## config.mk

```make
export PLATFORM = sky130hd
export DESIGN_NAME = dmem_arbiter
export DESIGN_NICKNAME = d
export VERILOG_FILES = /design/src/rtl/dmem_arbiter.sv
export SDC_FILE = /design/constraint.sdc
export NUM_CORES = 1
export LEC_CHECK = 0
export CORE_MARGIN = 8
export CORE_UTILIZATION = 34
export DETAILED_ROUTE_END_ITERATION = 12
export PLACE_DENSITY_LB_ADDON = 0.15
export SLEW_MARGIN = 5
export SYNTH_ARGS = -nofsm -noshare
export SYNTH_HDL_FRONTEND = slang
export SYNTH_SLANG_ARGS = --single-unit
```

## constraint.sdc

```tcl
create_clock -name clk -period 2.35 [get_ports clk]
set_input_delay 0.705 -clock clk [delete_from_list [all_inputs] [get_ports clk]]
set_output_delay 0.705 -clock clk [all_outputs]
set_load 0.02 [all_outputs]
```

## src/rtl/dmem_arbiter.sv

```systemverilog
// Single-port memory arbiter shared by the instruction fetch and MEM stages.
// A data access wins over a fetch in the same cycle. A store completes in the
// cycle it issues. A load or fetch waits LAT cycles for mem_rdata.
// Served flags stop a stalled pipeline from issuing the same access twice.
module dmem_arbiter #(
  parameter int AW  = 32,
  parameter int DW  = 32,
  parameter int LAT = 2
) (
  input  logic            clk,
  input  logic            reset_n,
  input  logic            if_req,
  input  logic [AW-1:0]   if_addr,
  output logic [DW-1:0]   if_rdata,
  output logic            if_stall,
  input  logic            dm_read,
  input  logic            dm_write,
  input  logic [AW-1:0]   dm_addr,
  input  logic [DW-1:0]   dm_wdata,
  input  logic [DW/8-1:0] dm_wstrb,
  output logic [DW-1:0]   dm_rdata,
  output logic            dm_stall,
  input  logic            pipe_adv,
  output logic            mem_en,
  output logic            mem_we,
  output logic [AW-1:0]   mem_addr,
  output logic [DW-1:0]   mem_wdata,
  output logic [DW/8-1:0] mem_wstrb,
  input  logic [DW-1:0]   mem_rdata
);

  localparam logic [1:0] IDLE    = 2'd0;
  localparam logic [1:0] DM_WAIT = 2'd1;
  localparam logic [1:0] IF_WAIT = 2'd2;

  localparam logic [3:0] LAT_CNT = 4'(LAT);

  logic [1:0]    state;
  logic [3:0]    cnt;
  logic          dm_served;
  logic          if_served;
  logic [DW-1:0] dm_hold;
  logic [DW-1:0] if_hold;

  logic dm_pend;
  logic if_pend;
  logic issue_dm;
  logic issue_if;
  logic store_done;
  logic dm_done;
  logic if_done;

  // Request decode and completion detection; reset_n gates everything so all outputs read 0 in reset
  always_comb begin
    dm_pend    = reset_n & (dm_read | dm_write) & ~dm_served;
    if_pend    = reset_n & if_req & ~if_served;
    issue_dm   = (state == IDLE) & dm_pend;
    issue_if   = (state == IDLE) & ~dm_pend & if_pend;
    store_done = issue_dm & dm_write;
    dm_done    = reset_n & (state == DM_WAIT) & (cnt == LAT_CNT);
    if_done    = reset_n & (state == IF_WAIT) & (cnt == LAT_CNT);
  end

  // Memory command, stall and read-data outputs
  always_comb begin
    mem_en    = issue_dm | issue_if;
    mem_we    = store_done;
    mem_addr  = '0;
    mem_wdata = '0;
    mem_wstrb = '0;
    if (issue_dm) begin
      mem_addr  = dm_addr;
      mem_wdata = dm_wdata;
      mem_wstrb = dm_wstrb;
    end else if (issue_if) begin
      mem_addr  = if_addr;
    end
    dm_stall = dm_pend & ~store_done & ~dm_done;
    if_stall = if_pend & ~if_done;
    dm_rdata = dm_done ? mem_rdata : dm_hold;
    if_rdata = if_done ? mem_rdata : if_hold;
  end

  // FSM, latency counter, served flags and read-data hold registers
  always_ff @(posedge clk or negedge reset_n) begin
    if (!reset_n) begin
      state     <= IDLE;
      cnt       <= '0;
      dm_served <= 1'b0;
      if_served <= 1'b0;
      dm_hold   <= '0;
      if_hold   <= '0;
    end else begin
      case (state)
        IDLE: begin
          if (issue_dm && !dm_write) begin
            state <= DM_WAIT;
            cnt   <= 4'd1;
          end else if (issue_if) begin
            state <= IF_WAIT;
            cnt   <= 4'd1;
          end
        end
        DM_WAIT, IF_WAIT: begin
          if (dm_done || if_done) begin
            state <= IDLE;
            cnt   <= '0;
          end else begin
            cnt   <= cnt + 4'd1;
          end
        end
        default: begin
          state <= IDLE;
          cnt   <= '0;
        end
      endcase

      if (dm_done) dm_hold <= mem_rdata;
      if (if_done) if_hold <= mem_rdata;

      if (pipe_adv) begin
        dm_served <= 1'b0;
        if_served <= 1'b0;
      end else begin
        if (store_done || dm_done) dm_served <= 1'b1;
        if (if_done)               if_served <= 1'b1;
      end
    end
  end

endmodule

```

Word level (Yosys, flattened, before mapping)
Cells that the tools add are included.
{"block": "word_totals", "ff_bits": 72, "out_inout_bits": 136}
{"block": "op_classes", "add_sub_neg": 1, "n_eq_ne": 5, "muxes": 18, "n_bitwise": 23, "n_reduce_logical": 9}
{"op": "2-to-1 mux 32 bit", "n": 5}
{"op": "2-to-1 mux 4 bit", "n": 4}
{"op": "AND 1 bit", "n": 15}
{"op": "case mux 4 bit (2 select lines)", "n": 1}
{"op": "2-to-1 mux 2 bit", "n": 3}
{"op": "NOT 1 bit", "n": 6}
{"op": "adder 4 x 1 -> 4 bit, second input constant", "n": 1}
{"op": "== test 4 x 2 -> 1 bit, second input constant", "n": 1}
{"op": "2-to-1 mux 1 bit", "n": 4}
{"op": "case mux 2 bit (2 select lines)", "n": 1}
{"op": "nonzero test 2 bit", "n": 2}
{"op": "!= test 3 x 2 -> 1 bit, second input constant", "n": 1}
{"op": "== test 2 x 1 -> 1 bit, second input constant", "n": 1}
{"op": "== test 2 bit, second input constant", "n": 1}
{"op": "logical NOT 2 bit", "n": 1}
{"op": "logical OR 1 bit", "n": 2}
{"op": "!= test 2 bit, second input constant", "n": 1}
{"op": "OR 1 bit", "n": 2}
{"op": "AND reduction 2 bit", "n": 1}
{"op": "OR reduction 2 bit", "n": 1}
{"op": "logical AND 1 bit", "n": 1}
{"op": "logical NOT 1 bit", "n": 1}

Logic depth before layout (Yosys ltp)
{"block": "logic_depth", "ltp_word": 9, "mapped_depth": 7, "ltp_nobuf": 6}

Least setup slack after synthesis
Ideal clock, no wire load.
{"block": "synth_timing", "kind": "input-to-output", "start": "input reset_n", "end": "output dm_stall", "t_arrival_ps": 2192, "required_time_ps": 1645, "slack_ps": -547, "path_stages": 4, "path_cell_list": "nand2_2 > nor3_4 > and2_2 > a2111oi_0"}
{"block": "synth_between", "elab_chain_cells": 7, "word_cells_on_any_way": 10}
{"item": "from (decl)", "line_no": "11", "source": "input logic reset_n,"}
{"item": "AND 1 bit (2 in series)", "line_no": "55", "source": "dm_pend = reset_n & (dm_read | dm_write) & ~dm_served;"}
{"item": "AND 1 bit", "line_no": "57", "source": "issue_dm = (state == IDLE) & dm_pend;"}
{"item": "AND 1 bit", "line_no": "59", "source": "store_done = issue_dm & dm_write;"}
{"item": "NOT 1 bit", "line_no": "78", "source": "dm_stall = dm_pend & ~store_done & ~dm_done;"}
{"item": "AND 1 bit", "line_no": "78"}
{"item": "AND 1 bit *", "line_no": "78"}
{"item": "to (decl)", "line_no": "22", "source": "output logic dm_stall,"}
Mark *: on every way between the ends. The rest lies on a longest branch, timed or not.

Worst setup path after layout
{"block": "layout_timing", "start": "register cnt[0]", "end": "output dm_rdata[11]"}
{"block": "layout_between", "elab_chain_cells": 3}
{"item": "from (decl)", "line_no": "39", "source": "logic [3:0] cnt;"}
{"item": "from (signal assigned)", "line_no": "109", "source": "cnt <= cnt + 4'd1;"}
{"item": "== test 4 x 2 -> 1 bit", "line_no": "60", "source": "dm_done = reset_n & (state == DM_WAIT) & (cnt == LAT_CNT);"}
{"item": "AND 1 bit", "line_no": "60"}
{"item": "2-to-1 mux 32 bit"}
{"item": "to (decl)", "line_no": "21", "source": "output logic [DW-1:0] dm_rdata,"}
No other way between the ends.

==> flow_summary.rst <==
.. list-table::
   :header-rows: 1

   * - Metric
     - Value
   * - Final weighted congestion in routability-driven placement
     - 0.8303
   * - Most frequent cells in the layout
     - 133 x sky130_fd_sc_hd__clkdlybuf4s50_1, 110 x sky130_fd_sc_hd__buf_6, 72 x sky130_fd_sc_hd__dfrtp_1
   * - Final nets
     - 749
   * - Full die area
     - 14180 sq um
   * - Transition at the pin with the smallest max-transition slack
     - 0.6881 ns
   * - # placed instances
     - 697
   * - Number of buffers on the longest clock path
     - 2
   * - Violations in the final reports
     - negative setup slack
   * - Overflow left after global routing
     - 0
   * - Peak VDD IR
     - 0.0004101 V
   * - Worst path arrival time
     - 2.08 ns
   * - Post-synthesis cell area
     - 3613 sq um
   * - Cells along the critical path
     - inv_1 -> ha_2 -> nand2_2 -> nor3_4 -> buf_12 -> nand2_8 -> buf_12 -> mux2_2 -> buf_4
   * - Fraction of synthesis flops using an asynchronous set or reset pin
     - 1.000
   * - Initial DRC count
     - 84
   * - Pre-CTS setup slack
     - -1.012 ns
   * - Clk sinks
     - 72
   * - Worst hold slack
     - 0.3417 ns
   * - Synth unique cells
     - 36
   * - Cell count after synthesis
     - 274
   * - Initial Utilization
     - 0.3500
   * - Vias in the first global route
     - 4339
   * - Post-DRT Antenna Nets
     - 0
   * - Initial antenna violation count
     - 0
   * - Final Instance Count excl. Fillers
     - 746
   * - Critical Path RT
     - 1.64 ns
   * - Number of warnings issued by yosys
     - 0
   * - Accumulated negative setup slack
     - -44.08 ns
   * - Pin count of the biggest net entering global routing
     - 57
   * - Number of vias in the routed layout
     - 3685
   * - Number of storage elements in the synthesis netlist
     - 72
   * - Root buffer selected by CTS
     - sky130_fd_sc_hd__clkbuf_8
   * - Final std cell area, no fill
     - 7744 sq um
   * - Cell taking the most area after synthesis
     - sky130_fd_sc_hd__dfrtp_1
   * - Core Area
     - 10320 sq um
   * - Num rows
     - 37
   * - Post-cts hold buffer count
     - 0
   * - Slack of the critical path
     - -0.4302 ns
   * - Total CTS buffers
     - 9
   * - Post-detailed-route via-to-cell ratio
     - 4.940
   * - Setup slack on the worst flop-to-flop path
     - 0.17 ns
   * - Slew Limit Headroom
     - 0.5413
   * - Setup repair after global routing missed its margin
     - yes
   * - Share of the yosys chip area belonging to registers
     - 0.4986
   * - Endpoint of the worst register-to-register path
     - cnt[3]
   * - Most used flip-flop cell after synthesis
     - sky130_fd_sc_hd__dfrtp_1
   * - Placed instance area
     - 6800 sq um
   * - Share of the synthesized area in the top cell type
     - 0.4986
   * - Setup CP Type
     - reg -> out
   * - Critical register-to-register path startpoint
     - state[0]
   * - Slowest cell on crit path
     - sky130_fd_sc_hd__dfrtp_1
   * - GRT Resource Usage Total
     - 0.2356
   * - Leakage dissipation
     - 3.807 nW
   * - Post-synthesis net count
     - 418
   * - Die H
     - 119.1 um
   * - Max Clock Skew
     - 0.008716 ns
   * - Number of max-slew violations in the final report
     - 0
   * - I/O Buffers
     - 273
   * - Run status
     - complete, but fails checks
   * - Average routed wire per standard cell
     - 22.52 um
   * - # H-tree levels
     - 3
   * - Global-route wire length before repair
     - 25910 um
   * - Worst min-delay path category
     - in -> async
   * - Power density over the cells
     - 899.3 nW/um^2
   * - Ranking of synthesized cells by area
     - sky130_fd_sc_hd__dfrtp_1 50%, sky130_fd_sc_hd__mux2_2 15%, sky130_fd_sc_hd__a22o_1 8.2%, sky130_fd_sc_hd__and2_1 6.2%, sky130_fd_sc_hd__mux2_4 6.2%
   * - Boundary Pins
     - 274
   * - Area growth from synthesis to final layout
     - 114.3%
   * - Max Cap Violations
     - 0
   * - Setup violations, final
     - 135
   * - Worst path most repeated cell
     - sky130_fd_sc_hd__buf_12
   * - Tcrit/Tclk final
     - 1.183
   * - Sort of element at the start of the critical path
     - flop
   * - Detailed Place HPWL
     - 12090 um
   * - Final standard cell utilization of the core
     - 0.7501
   * - Clock Latency Late Sink
     - 0.34 ns
   * - Overall power
     - 6.964 mW
   * - TritonCTS clock tree
     - done
   * - Number of endpoints with negative hold slack in the final report
     - 0
   * - Avg Synthesized Cell Area
     - 13.19 sq um
   * - Maximum achievable frequency
     - 359.7 MHz
   * - Wirelength, routed
     - 16800 um
   * - Proportion of layout cells with a drive suffix above 1
     - 0.5721
   * - Number of synthesized flops with an enable pin
     - 0
   * - Maximum net fanout on the critical path
     - 17
   * - Ant. Diodes
     - 0
   * - CP max stage delay
     - 0.38 ns
   * - Commonest non-fill, non-tap cell in the layout
     - sky130_fd_sc_hd__clkdlybuf4s50_1
   * - FF-to-FF path depth
     - 10
   * - Post-route minimum period
     - 2.780 ns
   * - DRC violation count after routing
     - 0
   * - CP endpoint kind
     - primary output
   * - Die boundary width
     - 119.1 um
   * - Number of optimization iterations in the first detailed-route pass
     - 4
   * - Clk pin slew, worst setup/hold paths
     - 0.07 ns
per-layer routing:
layer | vias up | global-route usage | wire, um
met1 | 1812 | 0.2289 | 5589
met3 | 35 | 0.06802 | 1191
met4 | 0 | 0.09881 | 558
li1 | 1657 | - | -
met2 | 181 | 0.4528 | 9463
met5 | - | 0 | 0
flip-flops by register name, indices dropped and copies added, names as in the netlist:
register   cells
dm_hold       32
if_hold       32
cnt            4
state          2
dm_served      1
if_served      1
where the power goes:
group / switching (mW) / internal [mW] / total (mW)
logic: 1.93 / 2.22 / 4.15
registers: 0.110 / 1.60 / 1.71
clock network: 0.446 / 0.658 / 1.10
how the worst max path moves through the flow:
stage | start | endpoint | slack [ns] | cells past startpoint
2_1_floorplan | reset_n | dm_stall | -0.04 | 4
3_3_place_gp | dm_read | mem_wstrb[0] | -0.98 | 6
3_5_place_dp | dm_read | mem_wstrb[1] | -1.01 | 6
4_1_cts | cnt[0] | if_rdata[6] | -0.49 | 9
5_1_grt | cnt[0] | if_rdata[31] | -0.56 | 9
6_report | cnt[0] | dm_rdata[11] | -0.43 | 9
worst max-delay path: cells and delay by family, from the launching register on:
kind / cells / cell delay [ns]
mux: 1 / 0.30
fa+ha+maj: 1 / 0.17
flops: 1 / 0.38
buf+inv: 4 / 0.55
simple gates: 3 / 0.31
Yosys cell counts, types with 2 or more instances:
cell and n:
sky130_fd_sc_hd__nand2b_1 3, sky130_fd_sc_hd__clkbuf_1 6, sky130_fd_sc_hd__mux2_4 15, sky130_fd_sc_hd__dfrtp_1 72, sky130_fd_sc_hd__and2_1 36, sky130_fd_sc_hd__o21ba_2 2
sky130_fd_sc_hd__a22o_1 34, sky130_fd_sc_hd__buf_6 6, sky130_fd_sc_hd__o21ai_0 2, sky130_fd_sc_hd__nand3_1 2, sky130_fd_sc_hd__ha_1 6, sky130_fd_sc_hd__inv_1 5
sky130_fd_sc_hd__buf_2 5, sky130_fd_sc_hd__nand2_4 2, sky130_fd_sc_hd__mux2_2 49, sky130_fd_sc_hd__a2111oi_0 2, sky130_fd_sc_hd__nor2_1 5, sky130_fd_sc_hd__a21oi_1 4
cells by family after synthesis:
kind of cell | count (synthesis) | synth area share
multiplexers | 64 | 0.2150
AO/OA/AOI/OAI | 52 | 0.1250
AND/OR/NAND/NOR | 58 | 0.1035
adder cells (fa/ha/maj) | 6 | 0.02078
flip-flops | 72 | 0.4986
buffers and inverters | 22 | 0.03705
repair_timing:
item,4_1_cts,5_1_grt
gates cloned,13,0
pin swaps,47,37
resized for setup,817,52
setup buffers,25,8
setup endpoints to repair,136,137
cell type report:
class / count / area, sq um
sequential: 72 / 1802
clock inverter: 4 / 76.32
fill: 703 / 2580
inverter: 5 / 18.77
timing repair buffer: 337 / 3561
clock buffer: 12 / 155.1
multi-input combinational: 180 / 1961
tap: 136 / 170.2
Note: power is estimated with default switching activity, not from simulation.
